<file path="config.mk">
export PLATFORM = sky130hd
export DESIGN_NAME = pcpi_approx_multiplier
export DESIGN_NICKNAME = d
export VERILOG_FILES = /design/src/rtl/pcpi_approx_multiplier.sv
export SDC_FILE = /design/constraint.sdc
export NUM_CORES = 1
export LEC_CHECK = 0
export CORE_MARGIN = 5
export CORE_UTILIZATION = 30
export CTS_CLUSTER_DIAMETER = 40
export DETAILED_ROUTE_END_ITERATION = 16
export RECOVER_POWER = 100
export SLEW_MARGIN = 20
export SYNTH_ARGS = -nofsm -noshare
export SYNTH_HDL_FRONTEND = slang
export SYNTH_SLANG_ARGS = --single-unit
</file>
<file path="constraint.sdc">
create_clock -name clk -period 6.8 [get_ports clk]
set_input_delay 1.36 -clock clk [delete_from_list [all_inputs] [get_ports clk]]
set_output_delay 1.36 -clock clk [all_outputs]
set_load 0.05 [all_outputs]
</file>
<file path="src/rtl/pcpi_approx_multiplier.sv">
// PCPI approximate multiplier: truncates the low APPROX_BITS of both operands, then does a shift-add multiply.
// Defining APPROX_MUL_HIGH_EN adds APPROXMULHU (funct3 011), which returns the high word of the product.
module pcpi_approx_multiplier #(
    parameter int unsigned APPROX_BITS = 8
) (
    input  logic        clk,
    input  logic        resetn,
    input  logic        pcpi_valid,
    input  logic [31:0] pcpi_insn,
    input  logic [31:0] pcpi_rs1,
    input  logic [31:0] pcpi_rs2,
    output logic        pcpi_wr,
    output logic [31:0] pcpi_rd,
    output logic        pcpi_wait,
    output logic        pcpi_ready
);

`ifdef APPROX_MUL_HIGH_EN
    localparam int unsigned AccW = 64;
`else
    localparam int unsigned AccW = 32;
`endif

    localparam logic [31:0] Mask = 32'hFFFF_FFFF << APPROX_BITS;

    typedef enum logic [1:0] {StIdle, StRun, StDone} state_e;

    state_e            state_q;
    logic [AccW-1:0]   acc_q;
    logic [31:0]       a_q;
    logic [31:0]       b_q;
    logic [4:0]        cnt_q;
    logic              op_q;
    logic              insn_match;
    logic              unused_insn;

    always_comb begin
        insn_match = (pcpi_insn[6:0] == 7'b0001011) && (pcpi_insn[31:25] == 7'b0000001);
`ifdef APPROX_MUL_HIGH_EN
        insn_match = insn_match &&
                     ((pcpi_insn[14:12] == 3'b001) || (pcpi_insn[14:12] == 3'b011));
`else
        insn_match = insn_match && (pcpi_insn[14:12] == 3'b001);
`endif
    end

    // Register fields are irrelevant to this co-processor.
    assign unused_insn = ^{pcpi_insn[24:15], pcpi_insn[11:7]};

    always_ff @(posedge clk or negedge resetn) begin
        if (!resetn) begin
            state_q <= StIdle;
            acc_q   <= '0;
            a_q     <= '0;
            b_q     <= '0;
            cnt_q   <= '0;
            op_q    <= 1'b0;
        end else begin
            unique case (state_q)
                StIdle: begin
                    if (pcpi_valid && insn_match) begin
                        acc_q   <= '0;
                        a_q     <= pcpi_rs1 & Mask;
                        b_q     <= pcpi_rs2 & Mask;
                        cnt_q   <= 5'(APPROX_BITS);
                        op_q    <= pcpi_insn[13];
                        state_q <= StRun;
                    end
                end
                StRun: begin
                    // Core withdrew the instruction: abandon without a ready pulse.
                    if (!pcpi_valid) begin
                        state_q <= StIdle;
                    end else begin
                        if (b_q[cnt_q]) begin
                            acc_q <= acc_q + (AccW'(a_q) << cnt_q);
                        end
                        cnt_q <= cnt_q + 5'd1;
                        if (cnt_q == 5'd31) begin
                            state_q <= StDone;
                        end
                    end
                end
                StDone: state_q <= StIdle;
                default: state_q <= StIdle;
            endcase
        end
    end

    assign pcpi_wait  = (state_q == StRun);
    assign pcpi_ready = (state_q == StDone);
    assign pcpi_wr    = pcpi_ready;

    always_comb begin
        pcpi_rd = '0;
        if (pcpi_ready) begin
`ifdef APPROX_MUL_HIGH_EN
            pcpi_rd = op_q ? acc_q[63:32] : acc_q[31:0];
`else
            pcpi_rd = acc_q[31:0];
`endif
        end
    end

`ifndef APPROX_MUL_HIGH_EN
    logic unused_op;
    assign unused_op = op_q;
`endif

endmodule

</file>
==> metrics.cfg <==
[setup_path]
cp.required_ns = 7.03
crit_path_max_incr_delay_ns = 0.86
r2r-start = cnt_q[1]
crit_path_max_fanout = 19
path_common_cell = a21oi_1
crit_slowest_cell = clkbuf_1
worstSetupPathType = flop to flop
startpoint_type = flop
rr_worst_depth = 13
crit_path_end = acc_q[30]
r2r_end = acc_q[30]
startpoint = cnt_q[1]
cp.arrival_ns = 5.03
path_cells = clkbuf_1, mux2i_1, mux4_2, and2_0, a211oi_1, ha_1, a21oi_1, o21a_1, a21oi_1, nand3_1, a21oi_1, a221o_1, o41ai_1
end_kind = flop
r2r_slack_ns = 2.00

[layout]
drive_above_1_share_pct = 14.31
fill_cells = 1978
final_common_cell = dfrtp_1
seqCellArea_um2 = 1977
final_cell_mix = dfrtp_1 (79), clkdlybuf4s50_1 (65), mux2_2 (58), nand2_1 (56)
multi_input_area_um2 = 3591
antennaDiodeCount = 0
nNetsFinal = 798
syn2layout_area_growth_pct = 23.02

[synth]
post_synth_instance_area_um2 = 5853
synthAdderAreaFrac_pct = 5.686
synth_compound_area_share_pct = 16.89
synth-edff-count = 0
synthFlopType = dfrtp_1
synth_top_family_by_area = multiplexers
yosysUniqueCellTypes = 54
yosysTopAreaCellShare_pct = 33.78
async_reset_ff_share_pct = 100.0
syn_avg_cell_area_um2 = 9.707
synth_seq_cells = 79
ys_warn_count = 0
synth-simple-area-share_pct = 15.03
yosysSeqAreaShare_pct = 33.78
synth_xor_area_share_pct = 2.394
synthCells = 603
synthMuxAreaShare_pct = 21.33
yosysTopAreaCell = dfrtp_1
synth_area_leaders = dfrtp_1 (34%), mux2_2 (11%), mux4_2 (5.4%), ha_1 (5.3%), mux2i_1 (4.8%)

[clocking]
clock-sinks = 79
cts_buffers = 9
cts_tree = done
path_clk_slew_ns = 0.07
clockBufferDepth = 2
clk_latency_ns = 0.35
cts_resized = 0
cts_setup_buffers = 0
cts_hold_buf = 0
root_buffer = clkbuf_16
htreeDepth = 3

[sta]
max_freq_mhz = 208.3
skew_ns = 0.01062
setup_viol = 0
tightest_slew_ns = 1.731
finalSetupTns_ns = 0
slew_viol_final = 45
grt_setup_unrepaired = false
finalHoldViolations = 0
timing.slew.headroom_pct = -15.39
timing.final.crit_share_pct = 70.60
fin_crit_ns = 4.801
worst_slack_ns = 1.999

[status]
outcome = finished, violations left
violations = capacitance limit, slew limit

[detailed_routing]
avgRoutedWirePerCell_um = 15.58
vias = 4637
ant_nets = 0
first_pass_iters = 4
drtIter0Drc = 304
vias_per_cell = 4.917
drt_wl_total_mm = 14.70
drc = 0

[power_and_ir_drop]
power_switching_uw = 238.7
ir_drop_mv = 0.1381
power.density_nw_per_um2 = 139.7
pwr-share-seq_pct = 46.7
switching_share_pct = 23.73
p_int_uw = 766.9
clock_power_share_pct = 47.4
pwr-share-comb_pct = 5.9
power_leakage_nw = 3.125

[place]
place_congestion = 0.9005
port_buffers = 94
dp_slack_ns = 2.518
dpl.hpwl_mm = 11.35

[grt]
track_usage_pct = 13.65
antenna_found_initial = 0
grt.overflow.total = 0
grt_max_degree = 80
grt_pass1_vias = 4632
grt_pass1_wl_mm = 24.47

[floorplan]
start_util_pct = 30.27
fp.dieH_um = 149.7
ios = 134
core_area_um2 = 19330
die_area_um2 = 22400
std_cell_rows = 51
die_w_um = 149.7

[worst_hold_path]
hp-class = flop to flop

[flow_run]
drv_cap = 1

==> flip-flops by register name, summed over array words and instances, names as in the netlist <==
name	flops
cnt_q	5
acc_q	24
b_q	24
state_q	2
a_q	24
==> per-layer routing <==
| metal | global-route usage (%) | wire length (µm) |
|---|---|---|
| met2 | 21.31 | 6683 |
| met3 | 3.119 | 691 |
| met1 | 19.37 | 7214 |
| met5 | 0 | 0 |
| met4 | 2.973 | 106 |
==> area by class of cell <==
class | instances | share of cell area [%]
multi-input combinational | 474 | 49.87
sequential | 79 | 27.45
timing repair buffer | 100 | 13.61
tap | 265 | 4.605
clock buffer | 10 | 3.319
clock inverter | 6 | 0.6777
inverter | 9 | 0.4692
==> stage by stage <==
stage	power, mW	instance area (µm²)	std cells	hold slack, ns	util (%)
2_1_floorplan	0.4939	5879	610	0.4674	-
3_3_place_gp	0.5388	6945	927	0.4851	35.92
3_5_place_dp	0.5392	6945	927	0.4931	35.92
4_1_cts	1.026	7233	943	0.5088	37.41
5_1_grt	1.045	7201	943	0.5179	37.24
6_report	1.006	7201	943	0.5046	37.24
==> cells in the mapped netlist, types with 3 or more instances <==
cell type	count
a211o_1	3
a211oi_1	12
a21o_1	12
a21oi_1	32
a22o_1	6
and2_1	32
and3_1	4
buf_1	3
buf_2	13
buf_4	14
clkbuf_1	18
dfrtp_1	79
ha_1	25
inv_1	7
mux2_2	58
mux2i_1	28
mux4_2	14
nand2_1	56
nand2b_1	7
nand3_1	8
nand4_1	11
nor2_1	33
nor2b_1	3
nor3_1	9
nor4_1	3
o211ai_1	6
o21a_1	10
o21ai_0	33
o21bai_1	4
o22ai_1	8
o31ai_1	10
o41ai_2	3
xnor2_1	11
xor2_1	5
==> worst min-delay path by stage <==
stage / start / to / depth (start not counted)
final: b_q[11] / b_q[11] / 1
after global routing: b_q[26] / b_q[26] / 1
after CTS: b_q[23] / b_q[23] / 1
after detailed placement: b_q[18] / b_q[18] / 1
after global placement: b_q[28] / b_q[28] / 1
after floorplan: acc_q[11] / acc_q[11] / 2
==> cells by family after synthesis <==
group	Yosys count
multiplexers	100
buffers and inverters	57
flip-flops	79
other	1
adder cells (fa/ha/maj)	26
AO/OA/AOI/OAI	148
XOR/XNOR	16
AND/OR/NAND/NOR	176
==> worst max-delay path: cells and delay by family (launching register included) <==
family          cells  cell delay, ns
mux                 2            0.83
fa+ha+maj           1            0.38
simple gates        2            0.30
compound gates      7            1.53
buf+inv             1            0.86
flops               1            0.77
==> power groups by stage <==
stage | sequential, mW | clock (mW) | combinational (mW)
2_1_floorplan | 0.479 | 0 | 0.0150
3_3_place_gp | 0.479 | 0 | 0.0600
3_5_place_dp | 0.479 | 0 | 0.0604
4_1_cts | 0.470 | 0.495 | 0.0606
5_1_grt | 0.470 | 0.511 | 0.0645
6_report | 0.470 | 0.476 | 0.0594
Power figures use the tool's default switching activity.
